### config.mk
export PLATFORM = sky130hd
export DESIGN_NAME = alu_op_encoder_flat
export DESIGN_NICKNAME = d
export VERILOG_FILES = /design/src/rtl/alu_op_encoder_if.sv /design/src/rtl/alu_op_encoder.sv /design/src/flat_wrapper.sv
export SDC_FILE = /design/constraint.sdc
export NUM_CORES = 1
export LEC_CHECK = 0
export ABC_CLOCK_PERIOD_IN_PS = 2650
export CAP_MARGIN = 10
export CORE_UTILIZATION = 54
export CTS_BUF_LIST = sky130_fd_sc_hd__clkbuf_8
export CTS_CLUSTER_DIAMETER = 30
export DETAILED_ROUTE_END_ITERATION = 8
export GPL_TIMING_DRIVEN = 0
export PLACE_DENSITY = 0.82
export SETUP_SLACK_MARGIN = 0.2
export SYNTH_ARGS = -nofsm -noshare
export SYNTH_HDL_FRONTEND = slang
export SYNTH_SLANG_ARGS = --single-unit
export TNS_END_PERCENT = 100
### constraint.sdc
create_clock -name clk -period 2.65 [get_ports clk]
set_clock_uncertainty 0.1 [all_clocks]
set_input_delay 0.53 -clock clk [delete_from_list [all_inputs] [get_ports clk]]
set_output_delay 0.53 -clock clk [all_outputs]
set_load 0.01 [all_outputs]
### src/rtl/alu_op_encoder_if.sv
// alu_op_encoder_if: op request and instr output handshakes.
// slave = encoder side, master = producer/consumer side.
interface alu_op_encoder_if #(
  parameter int ADDR_W = 32
);
  logic              op_valid;
  logic              op_ready;
  logic [2:0]        op_ctrl;
  logic [4:0]        op_rd;
  logic [4:0]        op_rs1;
  logic [4:0]        op_rs2;
  logic              instr_valid;
  logic              instr_ready;
  logic [31:0]       instr_word;
  logic [ADDR_W-1:0] instr_addr;

  modport master (
    output op_valid, op_ctrl, op_rd,
    output op_rs1, op_rs2, instr_ready,
    input  op_ready, instr_valid,
    input  instr_word, instr_addr
  );

  modport slave (
    input  op_valid, op_ctrl, op_rd,
    input  op_rs1, op_rs2, instr_ready,
    output op_ready, instr_valid,
    output instr_word, instr_addr
  );
endinterface

### src/rtl/alu_op_encoder.sv
// alu_op_encoder: ALU op requests -> RV32I R-type words, FIFO-buffered.
// Ports: clk, rst_n (async low), restart, bus (slave), instr_count, err_illegal.
module alu_op_encoder #(
  parameter int                DEPTH     = 4,
  parameter int                ADDR_W    = 32,
  parameter logic [ADDR_W-1:0] BASE_ADDR = '0
) (
  input  logic               clk,
  input  logic               rst_n,
  input  logic               restart,
  alu_op_encoder_if.slave    bus,
  output logic [15:0]        instr_count,
  output logic               err_illegal
);
  localparam int PTR_W = (DEPTH > 1) ? $clog2(DEPTH) : 1;
  localparam logic [PTR_W:0] L_FULL = (PTR_W+1)'(DEPTH);

  logic [31:0]       r_mem [DEPTH];
  logic [PTR_W-1:0]  r_wptr;
  logic [PTR_W-1:0]  r_rptr;
  logic [PTR_W:0]    r_cnt;
  logic [ADDR_W-1:0] r_addr;
  logic [15:0]       r_icnt;
  logic              r_err;

  logic        w_full;
  logic        w_empty;
  logic        w_acc;
  logic        w_push;
  logic        w_pop;
  logic        w_legal;
  logic [6:0]  w_f7;
  logic [2:0]  w_f3;
  logic [31:0] w_word;

  assign w_full  = (r_cnt == L_FULL);
  assign w_empty = (r_cnt == '0);

  always_comb begin
    w_legal = 1'b1;
    w_f7    = 7'b0000000;
    w_f3    = 3'b000;
    unique case (1'b1)
      (bus.op_ctrl == 3'b000): ;
      (bus.op_ctrl == 3'b001): w_f7 = 7'b0100000;
      (bus.op_ctrl == 3'b010): w_f3 = 3'b111;
      (bus.op_ctrl == 3'b011): w_f3 = 3'b110;
      default:                 w_legal = 1'b0;
    endcase
  end

  assign w_word = {w_f7, bus.op_rs2, bus.op_rs1,
                   w_f3, bus.op_rd, 7'b0110011};

  // Ready never looks at op_valid; a pop this cycle
  // does not open a slot until the next edge.
  assign bus.op_ready = rst_n && !w_full && !restart;

  assign w_acc  = bus.op_valid && bus.op_ready;
  assign w_push = w_acc && w_legal;
  assign w_pop  = !w_empty && bus.instr_ready;

  assign bus.instr_valid = !w_empty;
  assign bus.instr_word  = w_empty ? '0 : r_mem[r_rptr];
  assign bus.instr_addr  = r_addr;
  assign instr_count     = r_icnt;
  assign err_illegal     = r_err;

  // Storage needs no reset: the head is masked while empty.
  always_ff @(posedge clk) begin
    if (w_push) r_mem[r_wptr] <= w_word;
  end

  always_ff @(posedge clk or negedge rst_n) begin
    if (!rst_n) begin
      r_wptr <= '0;
      r_rptr <= '0;
      r_cnt  <= '0;
      r_addr <= BASE_ADDR;
      r_icnt <= '0;
      r_err  <= 1'b0;
    end else if (restart) begin
      r_wptr <= '0;
      r_rptr <= '0;
      r_cnt  <= '0;
      r_addr <= BASE_ADDR;
      r_icnt <= '0;
      r_err  <= 1'b0;
    end else begin
      if (w_push) r_wptr <= r_wptr + 1'b1;
      if (w_acc && !w_legal) r_err <= 1'b1;
      if (w_pop) begin
        r_rptr <= r_rptr + 1'b1;
        r_addr <= r_addr + ADDR_W'(4);
        if (r_icnt != 16'hFFFF) r_icnt <= r_icnt + 16'd1;
      end
      if (w_push && !w_pop)      r_cnt <= r_cnt + 1'b1;
      else if (!w_push && w_pop) r_cnt <= r_cnt - 1'b1;
    end
  end
endmodule

### src/flat_wrapper.sv
// flat-port wrapper written by rule: the top's interface ports become plain ports
module alu_op_encoder_flat 
#(
  parameter int                DEPTH     = 4,
  parameter int                ADDR_W    = 32,
  parameter logic [ADDR_W-1:0] BASE_ADDR = '0
)
  (clk, rst_n, restart, instr_count, err_illegal, bus_op_valid, bus_op_ctrl, bus_op_rd, bus_op_rs1, bus_op_rs2, bus_instr_ready, bus_op_ready, bus_instr_valid, bus_instr_word, bus_instr_addr);
  alu_op_encoder_if #(.ADDR_W(ADDR_W)) bus_i ();
  input  logic clk;
  input  logic rst_n;
  input  logic restart;
  output logic [15:0] instr_count;
  output logic err_illegal;
  input wire logic [$bits(bus_i.op_valid)-1:0] bus_op_valid;
  input wire logic [$bits(bus_i.op_ctrl)-1:0] bus_op_ctrl;
  input wire logic [$bits(bus_i.op_rd)-1:0] bus_op_rd;
  input wire logic [$bits(bus_i.op_rs1)-1:0] bus_op_rs1;
  input wire logic [$bits(bus_i.op_rs2)-1:0] bus_op_rs2;
  input wire logic [$bits(bus_i.instr_ready)-1:0] bus_instr_ready;
  output wire logic [$bits(bus_i.op_ready)-1:0] bus_op_ready;
  output wire logic [$bits(bus_i.instr_valid)-1:0] bus_instr_valid;
  output wire logic [$bits(bus_i.instr_word)-1:0] bus_instr_word;
  output wire logic [$bits(bus_i.instr_addr)-1:0] bus_instr_addr;
  assign bus_i.op_valid = bus_op_valid;
  assign bus_i.op_ctrl = bus_op_ctrl;
  assign bus_i.op_rd = bus_op_rd;
  assign bus_i.op_rs1 = bus_op_rs1;
  assign bus_i.op_rs2 = bus_op_rs2;
  assign bus_i.instr_ready = bus_instr_ready;
  assign bus_op_ready = bus_i.op_ready;
  assign bus_instr_valid = bus_i.instr_valid;
  assign bus_instr_word = bus_i.instr_word;
  assign bus_instr_addr = bus_i.instr_addr;
  alu_op_encoder #(.DEPTH(DEPTH), .ADDR_W(ADDR_W), .BASE_ADDR(BASE_ADDR)) u_core (.clk(clk), .rst_n(rst_n), .restart(restart), .bus(bus_i), .instr_count(instr_count), .err_illegal(err_illegal));
endmodule
==> results of run 1 <==
timing repair:
| action | 4_1_cts | 5_1_grt |
|---|---|---|
| hold endpoints to repair | 15 | 0 |
| endpoints found under the setup margin | 97 | 21 |
| gates cloned | 1 | 0 |
| resized for setup | 109 | 21 |
| pin swaps | 1 | 1 |
| hold buffers | 2 | 0 |
| buffers inserted | 18 | 2 |
Yosys cell counts, types with 7 or more instances:
cell	number
nor3_1	12
edfxtp_1	72
buf_4	16
nor4_1	11
and3_1	9
nor2b_1	20
mux4_2	18
nand2_1	15
inv_1	12
nand3_1	15
xnor2_1	29
xor2_1	13
clkbuf_1	8
a21oi_1	7
nand4_1	7
nor2_1	49
dfrtp_1	54
flip-flops by register name, indices dropped and copies added, names as in the netlist:
signal	cells
u_core.r_rptr	2
u_core.instr_count	16
u_core.r_mem	72
u_core.r_wptr	2
u_core.r_cnt	3
u_core.bus.instr_addr	30
u_core.err_illegal	1
worst paths after layout:
path                       slack [ns]                from  depth (start not counted)                   endpoint
max                              0.05    u_core.r_rptr[0]                          6         bus_instr_word[10]
min                              0.06               rst_n                          3      u_core.instr_count[0]
max reg2reg                      0.46     u_core.r_cnt[2]                          4        u_core.r_mem[3][23]
min reg2reg                      0.41  u_core.err_illegal                          1         u_core.err_illegal
max in group asynchronous        1.41               rst_n                          2  u_core.bus.instr_addr[26]
min in group clk                 0.41  u_core.err_illegal                          1         u_core.err_illegal
stage by stage:
step,hold WS (ns),power [mW]
after global placement,0.3843,3.632
after floorplan,0.1344,3.015
after detailed placement,0.3754,3.669
after CTS,0.03873,5.415
after global routing,0.05775,5.727
final,0.06424,5.471
cell families (layout without fill, tap and decap cells):
family | count (synthesis) | in the layout | synth area share (%)
AND/OR/NAND/NOR | 168 | 168 | 16.59
other | 1 | 11 | 0.06448
XOR/XNOR | 42 | 42 | 6.325
adder cells (fa/ha/maj) | 7 | 7 | 1.635
buffers and inverters | 43 | 193 | 4.109
AO/OA/AOI/OAI | 27 | 27 | 3.464
multiplexers | 20 | 20 | 7.401
flip-flops | 126 | 126 | 60.41
critical path: stages, from the launching register on:
cell and delay, ns:
dfrtp_2 0.44, buf_12 0.15, buf_8 0.12, buf_12 0.12, mux4_2 0.43, nor2b_1 0.14, buf_2 0.14
routing by layer:
layer  global-route usage (%)  routed length [µm]
met5                        0                   0
met1                    31.80                5338
met3                    6.926                 855
met2                    41.78                6532
met4                    6.944                 100
cells in the final DEF, fill, tap and decap left out, types with 3 or more instances in the layout:
cell type	synthesis	final
nand3_1	15	15
inv_1	12	13
clkbuf_8	1	22
nand4_1	7	7
nand2_1	15	15
ha_1	6	6
buf_2	6	15
dfrtp_1	54	50
dfrtp_2	0	4
nand4_2	3	3
nor2_1	49	49
and2_2	0	4
nor4_1	11	11
xnor2_1	29	29
edfxtp_1	72	72
nor3_1	12	11
a21oi_1	7	7
and3_1	9	9
buf_4	16	29
clkbuf_1	8	6
nor2b_4	0	5
a31oi_1	3	3
nor4_2	3	3
clkinv_2	0	5
and4_1	6	6
xor2_1	13	13
dlygate4sd2_1	0	5
mux4_2	18	18
nor2b_1	20	15
buf_6	0	10
o21ai_0	5	5
clkdlybuf4s50_1	0	68
buf_12	0	6
conb_1	1	11
cell type report:
class / count / area, µm² / area share (%)
Timing Repair Buffer: 118 / 1149 / 15.00
Clock inverter: 13 / 98.84 / 1.291
Buffer: 31 / 250.2 / 3.267
Tap cell: 136 / 170.2 / 2.222
Inverter: 12 / 45.04 / 0.5881
Sequential cell: 126 / 3518 / 45.94
Multi-Input combinational cell: 275 / 2166 / 28.28
Clock buffer: 19 / 261.5 / 3.414
power breakdown:
part	internal, mW	leakage [nW]	switching, mW	total (mW)
Combinational	0.963	1.39	0.798	1.76
Sequential	2.13	1.39	0.0727	2.21
Clock	0.775	0.194	0.728	1.50
==> key figures, run 1 <==
Run status
  • Status: completed

GRT
  • First-pass GRT wire length: 20870 µm
  • Antenna violations before repair: 0
  • Pin count of the biggest net entering global routing: 40
  • Vias in the first global route: 3986
  • Overflow after GRT: 0
  • Total GRT Usage: 24.90%

Clock network
  • Clk sinks: 126
  • CTS tree: built
  • Worst-Skew Late Latency: 0.43 ns
  • Clock Root Buffer: clkbuf_8
  • Reg clk slew, reported paths: 0.07 ns
  • Total CTS buffers: 17
  • CTS max path bufs: 2
  • Htree depth: 4

Synthesis
  • Synth warnings: 0
  • Synth top area share: 37.18%
  • Post-Syn Instances: 434
  • EDFF count, synth: 72
  • Mapped Avg Cell Area: 13.40 µm²
  • Register bit total from synthesis: 126
  • FFs w/ async S/R, synth: 42.86%
  • Post-synthesis sequential area ratio: 60.41%
  • Netlist cell types: 52
  • Post-synth top area cell: edfxtp_1
  • Most used DFF post-synth: edfxtp_1
  • Synthesized area: 5816 µm²
  • Synth area leaders: edfxtp_1 (37%), dfrtp_1 (23%), mux4_2 (7.0%)

Timing
  • Final Cycle Share: 98.00%
  • Final setup fails: 0
  • Final WS setup: 0.05293 ns
  • RSZ-0062 raised after global routing: yes
  • Relative slew slack: 54.05%
  • Slew @ Worst Pin: 0.6870 ns
  • Pins over their slew limit: 0
  • Crit path time final: 2.597 ns
  • Fin. Hold Viols: 0
  • Setup tns final: 0 ns
  • Max Freq: 0.3850 GHz

Worst setup path
  • CP arrival: 1.97 ns
  • Crit Path Class: flip-flop to output port
  • CP Capture Type: output port
  • Setup crit start kind: flip-flop
  • Worst path required time: 2.02 ns
  • Worst-path maximum fanout: 5

Pwr
  • Maximum VDD drop: 0.4326 mV
  • Leak: 2.976 nW
  • Pwr dens: 714.3 nW/µm²

Route
  • # DRC: 0
  • Pre-antenna DRT Iters: 4
  • Final WL: 12830 µm
  • DRT iter0 DRCs: 238
  • DR WL/cell: 17.57 µm
  • Post-DRT Antenna Nets: 0
  • Vias per cell: 5.481
  • Vias: 4001

Final layout
  • Layout Cells excl Fill: 730
  • Diode count: 0
  • Non-Filler Cell Area, Final: 7659 µm²
  • Fillers: 685
  • Nets: 611
  • Final cell utilization of the core: 73.85%
  • Area growth from synthesis to layout: 31.69%
  • Layout cells sized above 1: 24.75%

Placed design
  • PortBufs: 94
  • DP Cell Count: 675
  • Gpl congestion: 0.8581
  • Dpl ws: -0.7887 ns
  • Placed cell area: 6979 µm²
  • Hpwl dp: 7934 µm

Die
  • Core Box Area: 10370 µm²
  • FP Rows: 37
  • Die height: 105.8 µm
  • Die area: 11190 µm²
  • Initial cell density of the core: 56.08%
  • I/O pin count: 106
  • Die X: 105.8 µm

Worst hold path
  • HP Class: input pin to asynchronous set/reset pin

Run
  • Max cap viols: 0
(Power assumes the default switching activity.)
==> run 2: changes to the inputs <==
CAP_MARGIN = 30   (was 10)
==> run 2 against run 1 <==
Effect of this change: worst hold slack improved by 0.0073 ns; sequential share of layout area decreased by 0.56 points; sequential cell count unchanged; largest power group unchanged.
==> key figures, run 2 (synthesized netlist as in run 1, its figures left out) <==
Run status
  • Status: completed (unchanged)

Worst setup path
  • CP arrival: 1.97 ns (about the same)
  • CP Cell Sequence: buf_12 > buf_12 > buf_4 > mux4_2 > nor2b_4 > buf_6 (was buf_12 > buf_8 > buf_12 > mux4_2 > nor2b_1 > buf_2)
  • Most used cell, CP: buf_12 (unchanged)
  • Setup crit start kind: flip-flop (unchanged)
  • Worst path required time: 2.02 ns (about the same)
  • Crit Path Class: flip-flop to output port (unchanged)
  • CP Capture Type: output port (unchanged)
  • Slowest stage cell, crit path: dfrtp_2 (unchanged)
  • Crit path largest cell delay: 0.45 ns (was 0.44 ns)
  • R2R depth: 8 (was 4)
  • Worst-path maximum fanout: 3 (was 5)

Clock network
  • Clock Root Buffer: clkbuf_8 (unchanged)
  • Reg clk slew, reported paths: 0.07 ns (about the same)
  • CTS tree: built (unchanged)
  • CTS max path bufs: 2 (unchanged)
  • Total CTS buffers: 17 (unchanged)
  • Htree depth: 4 (unchanged)
  • Worst-Skew Late Latency: 0.44 ns (was 0.43 ns)
  • Clk sinks: 126 (unchanged)

GRT
  • Pin count of the biggest net entering global routing: 40 (unchanged)
  • Total GRT Usage: 23.65% (was 24.90%)
  • First-pass GRT wire length: 19820 µm (was 20870 µm)
  • Overflow after GRT: 0 (unchanged)
  • Antenna violations before repair: 0 (unchanged)
  • Vias in the first global route: 3908 (was 3986)

Die
  • Die area: 11190 µm² (unchanged)
  • FP Rows: 37 (unchanged)
  • Die height: 105.8 µm (unchanged)
  • I/O pin count: 106 (unchanged)
  • Die X: 105.8 µm (unchanged)
  • Initial cell density of the core: 56.08% (unchanged)
  • Core Box Area: 10370 µm² (unchanged)

Route
  • DR WL/cell: 17.59 µm (was 17.57 µm)
  • Vias: 4044 (was 4001)
  • Pre-antenna DRT Iters: 5 (was 4)
  • Final WL: 12860 µm (was 12830 µm)
  • Post-DRT Antenna Nets: 0 (unchanged)
  • DRT iter0 DRCs: 255 (was 238)
  • Vias per cell: 5.532 (was 5.481)
  • # DRC: 0 (unchanged)

Final layout
  • Diode count: 0 (unchanged)
  • Multi-input gate area: 2175 µm² (was 2166 µm²)
  • Most frequent cells in the layout: edfxtp_1 (72), clkdlybuf4s50_1 (68), dfrtp_1 (50) (unchanged)
  • Fillers: 679 (was 685)
  • FF+latch area: 3518 µm² (unchanged)
  • Largest Register: u_core.r_mem (unchanged)
  • Commonest non-fill, non-tap cell in the layout: edfxtp_1 (unchanged)
  • Final cell utilization of the core: 74.76% (was 73.85%)
  • Area growth from synthesis to layout: 33.30% (was 31.69%)
  • Max FFs per register: 72 (unchanged)
  • Nets: 612 (was 611)
  • Layout cells sized above 1: 25.21% (was 24.75%)
  • Layout Cells excl Fill: 731 (was 730)

Timing
  • WHS: 0.07155 ns (was 0.06424 ns)
  • Slew @ Worst Pin: 0.7140 ns (was 0.6870 ns)
  • Relative slew slack: 52.24% (was 54.05%)
  • Final WS setup: 0.05027 ns (was 0.05293 ns)
  • RSZ-0062 raised after global routing: yes (unchanged)
  • Crit path time final: 2.600 ns (was 2.597 ns)
  • Final setup fails: 0 (unchanged)
  • Max Freq: 0.3847 GHz (was 0.3850 GHz)
  • Final Cycle Share: 98.10% (was 98.00%)
  • Fin. Hold Viols: 0 (unchanged)
  • Pins over their slew limit: 0 (unchanged)

Placed design
  • Gpl congestion: 0.8581 (unchanged)
  • Dpl ws: -0.5054 ns (was -0.7887 ns)
  • Hpwl dp: 7931 µm (was 7934 µm)
  • PortBufs: 94 (unchanged)
  • DP Cell Count: 676 (was 675)

Pwr
  • Maximum VDD drop: 0.5346 mV (was 0.4326 mV)
  • Leak: 3.025 nW (was 2.976 nW)
  • Pwr dens: 734.5 nW/µm² (was 714.3 nW/µm²)

Worst hold path
  • HP Class: input pin to asynchronous set/reset pin (unchanged)

Run
  • Max cap viols: 0 (unchanged)
## run 2: cell types whose count changed in the layout (fill, tap and decap cells not counted), moves of 3 or more
cell            delta
clkinv_2           -3
clkbuf_8           -3
clkinvlp_4         +4
buf_4              -5
dlygate4sd2_1      -4
dlymetal6s2s_1     +4
buf_6              +9
## run 2: final timing paths
| check | slack, ns | start | to |
|---|---|---|---|
| setup / recovery | 0.05 | u_core.r_rptr[0] | bus_instr_word[8] |
| hold / removal | 0.07 | rst_n | u_core.r_wptr[1] |
| setup reg to reg | 0.44 | u_core.r_cnt[1] | u_core.r_cnt[2] |
| hold reg to reg | 0.41 | u_core.err_illegal | u_core.err_illegal |
| max in group asynchronous | 1.38 | rst_n | u_core.bus.instr_addr[26] |
| min in group clk | 0.41 | u_core.err_illegal | u_core.err_illegal |
## run 2: through the flow
| stage | instance area (µm²) | setup TNS, ns | power [mW] |
|---|---|---|---|
| 6_report | 7752 | 0 | 5.694 |
| 5_1_grt | 7752 | -0.05125 | 5.943 |
| 4_1_cts | 7594 | 0 | 5.450 |
| 3_5_place_dp | 6984 | -36.67 | 3.682 |
| 3_3_place_gp | 6964 | -228.89 | 3.632 |
| 2_1_floorplan | 5853 | 0 | 3.015 |
## run 2: critical path, delay by kind of cell (launching register included)
family                 cells  cell delay (ns)
buffers and inverters      4             0.52
flip-flops                 1             0.45
multiplexers               1             0.43
AND/OR/NAND/NOR            1             0.15
## run 2: final cells by class
type | count | area share [%]
Sequential cell | 126 | 45.38
Multi-Input combinational cell | 275 | 28.05
Timing Repair Buffer | 119 | 15.62
Buffer | 31 | 3.228
Clock buffer | 17 | 3.018
Tap cell | 136 | 2.195
Clock inverter | 15 | 1.921
Inverter | 12 | 0.5810
## run 2: routing by layer
layer,vias up,global-route usage (%),routed length [µm]
met1,2008,31.46,5461
met2,166,37.58,6449
li1,1858,-,-
met5,-,0,0
met4,0,6.647,121
met3,12,7.545,821
## run 2: timing repair
item | CTS | global route
endpoints found under the hold margin | 15 | 0
buffers inserted | 14 | 6
hold buffers | 2 | 0
gates resized for setup | 102 | 40
endpoints found under the setup margin | 97 | 25
pin swaps | 0 | 1
gates cloned | 1 | 0
## run 2: power by group
part           switching (mW)  total [mW]  internal [mW]  leakage [nW]
combinational           0.805        1.87           1.06          1.45
sequential             0.0789        2.21           2.13          1.39
clock                   0.786        1.61          0.827         0.179
total                    1.67        5.69           4.02          3.02
==> run 3: changes to the inputs <==
PLACE_DENSITY = 0.84   (was 0.82)
==> run 3 against run 2 <==
Effect of this change: global-route usage rose by 0.30 points; wire length fell by 2.1%; maximum frequency rose by 1.6%; worst hold slack got worse by 0.041 ns; sequential power barely moved; register-to-register slack improved by 0.03 ns; clock power rose by 11%; count of clock-buffer cells in the layout did not move; non-clock buffer count rose by 3; sequential cell count did not move.
==> key figures, run 3 (synthesized netlist as in run 1, its figures left out) <==
GRT
  • Pin count of the biggest net entering global routing: 28 (was 40)
  • Antenna violations before repair: 0 (unchanged)
  • Overflow after GRT: 0 (unchanged)
  • Total GRT Usage: 23.95% (was 23.65%)
  • Vias in the first global route: 4093 (was 3908)
  • First-pass GRT wire length: 20430 µm (was 19820 µm)

Worst setup path
  • Buf/Inv on CP: 4 (unchanged)
  • CP Capture Type: output port (unchanged)
  • Family with the most delay on the worst path: buffers and inverters (unchanged)
  • R2R Setup Slk: 0.47 ns (was 0.44 ns)
  • Slowest stage cell, crit path: dfrtp_2 (unchanged)
  • Worst path required time: 2.02 ns (about the same)
  • Crit Path Class: flip-flop to output port (unchanged)
  • Setup crit start kind: flip-flop (unchanged)
  • Most used cell, CP: buf_12 (unchanged)
  • CP Cell Sequence: buf_12 > buf_12 > buf_6 > mux4_2 > nor2b_1 > buf_2 (was buf_12 > buf_12 > buf_4 > mux4_2 > nor2b_4 > buf_6)
  • Crit path largest cell delay: 0.44 ns (was 0.45 ns)
  • Worst-path maximum fanout: 5 (was 3)
  • CP arrival: 1.93 ns (was 1.97 ns)

Die
  • Die area: 11190 µm² (unchanged)
  • FP Rows: 37 (unchanged)
  • Die height: 105.8 µm (unchanged)
  • Initial cell density of the core: 56.08% (unchanged)
  • Core Box Area: 10370 µm² (unchanged)
  • I/O pin count: 106 (unchanged)
  • Die X: 105.8 µm (unchanged)

Timing
  • Slew @ Worst Pin: 0.5540 ns (was 0.7140 ns)
  • Relative slew slack: 62.76% (was 52.24%)
  • Crit path time final: 2.559 ns (was 2.600 ns)
  • Pins over their slew limit: 0 (unchanged)
  • Fin. Hold Viols: 0 (unchanged)
  • Final Cycle Share: 96.55% (was 98.10%)
  • Max Freq: 0.3908 GHz (was 0.3847 GHz)
  • Final setup fails: 0 (unchanged)
  • RSZ-0062 raised after global routing: yes (unchanged)
  • Setup tns final: 0 ns (unchanged)

Clock network
  • Htree depth: 4 (unchanged)
  • Worst-Skew Late Latency: 0.43 ns (was 0.44 ns)
  • Total CTS buffers: 17 (unchanged)
  • CTS tree: built (unchanged)
  • CTS max path bufs: 2 (unchanged)
  • Reg clk slew, reported paths: 0.07 ns (about the same)
  • Clk sinks: 126 (unchanged)
  • Clock Root Buffer: clkbuf_8 (unchanged)

Route
  • DR WL/cell: 17.15 µm (was 17.59 µm)
  • Post-DRT Antenna Nets: 0 (unchanged)
  • DRT iter0 DRCs: 178 (was 255)
  • Final WL: 12590 µm (was 12860 µm)
  • Pre-antenna DRT Iters: 4 (was 5)
  • Vias per cell: 5.493 (was 5.532)
  • Vias: 4032 (was 4044)
  • # DRC: 0 (unchanged)

Final layout
  • Largest Register: u_core.r_mem (unchanged)
  • Max FFs per register: 72 (unchanged)
  • Layout Cells excl Fill: 734 (was 731)
  • Most frequent cells in the layout: edfxtp_1 (72), clkdlybuf4s50_1 (68), dfrtp_1 (50) (unchanged)
  • Fillers: 650 (was 679)
  • Commonest non-fill, non-tap cell in the layout: edfxtp_1 (unchanged)
  • Diode count: 0 (unchanged)
  • Non-Filler Cell Area, Final: 7835 µm² (was 7752 µm²)
  • Nets: 615 (was 612)
  • Layout cells sized above 1: 26.42% (was 25.21%)
  • Area growth from synthesis to layout: 34.72% (was 33.30%)

Placed design
  • Gpl congestion: 0.8598 (was 0.8581)
  • PortBufs: 94 (unchanged)
  • DP Cell Count: 676 (unchanged)
  • Placed cell area: 6987 µm² (was 6984 µm²)
  • Hpwl dp: 8032 µm (was 7931 µm)

Pwr
  • Leak: 3.043 nW (was 3.025 nW)
  • Maximum VDD drop: 0.5746 mV (was 0.5346 mV)
  • Pwr dens: 746.2 nW/µm² (was 734.5 nW/µm²)

Run status
  • Status: completed (unchanged)

Run
  • Max cap viols: 0 (unchanged)

Worst hold path
  • HP Class: input pin to asynchronous set/reset pin (unchanged)
==> run 3: cell count changes in the layout (fill, tap and decap cells not counted), moves of 2 or more <==
| cell | delta |
|---|---|
| buf_6 | +6 |
| dlygate4sd2_1 | +5 |
| dlymetal6s2s_1 | -5 |
| and2_2 | -3 |
| and2_4 | +3 |
| clkinvlp_4 | -3 |
| buf_2 | -2 |
| bufinv_16 | +2 |
| nor2b_1 | -2 |
| nor2b_4 | +2 |
==> run 3: per-layer routing <==
| metal | global-route usage, % | part of all wire [%] |
|---|---|---|
| met5 | 0 | 0 |
| met4 | 8.135 | 1.1 |
| met1 | 29.80 | 42 |
| met3 | 5.566 | 5.6 |
| met2 | 41.22 | 52 |
==> run 3: layout make-up <==
type                       count  area (µm²)  area share, %
tap                          136       170.2          2.172
sequential                   126        3518          44.91
buffer                        31       242.7          3.098
clock buffer                  17       234.0          2.986
inverter                      12       45.04         0.5749
multi-input combinational    275        2196          28.03
timing repair buffer         122        1232          15.73
clock inverter                15       196.4          2.507
==> run 3: final timing paths <==
| path | start | to | cells past startpoint |
|---|---|---|---|
| max | u_core.r_rptr[0] | bus_instr_word[8] | 6 |
| min | rst_n | u_core.bus.instr_addr[14] | 3 |
| max reg2reg | u_core.r_cnt[0] | u_core.r_cnt[2] | 8 |
| min reg2reg | u_core.err_illegal | u_core.err_illegal | 1 |
| max in group asynchronous | rst_n | u_core.bus.instr_addr[4] | 3 |
| min in group clk | u_core.err_illegal | u_core.err_illegal | 1 |
==> run 3: through the flow <==
step                      utilization, %  total power, mW  worst slack (ns)  hold slack [ns]
after floorplan                        -            3.015            0.2962           0.1344
after global placement             67.16            3.628            -2.368           0.3835
after detailed placement           67.37            3.677           -0.7314           0.3975
after CTS                          74.31            5.679         -0.008852          0.02066
after global routing               75.56            6.098          0.001570          0.02139
final                              75.56            5.846           0.09144          0.03046
==> run 3: repair_timing <==
action	4_1_cts	5_1_grt
gates resized for setup	124	28
buffers inserted	20	3
hold buffers	3	0
pin swaps	1	0
setup endpoints to repair	97	91
endpoints found under the hold margin	27	0
==> run 3: where the power goes <==
group | switching [mW] | total [mW] | leakage (nW) | internal, mW
Sequential | 0.0750 | 2.21 | 1.39 | 2.13
Combinational | 0.807 | 1.85 | 1.44 | 1.04
Clock | 0.771 | 1.79 | 0.213 | 1.02
Total | 1.65 | 5.85 | 3.04 | 4.19
==> run 3: worst min-delay path, cell delays in order <==
cell and delay (ns):
buf_4 0.12, buf_12 0.10, buf_12 0.17
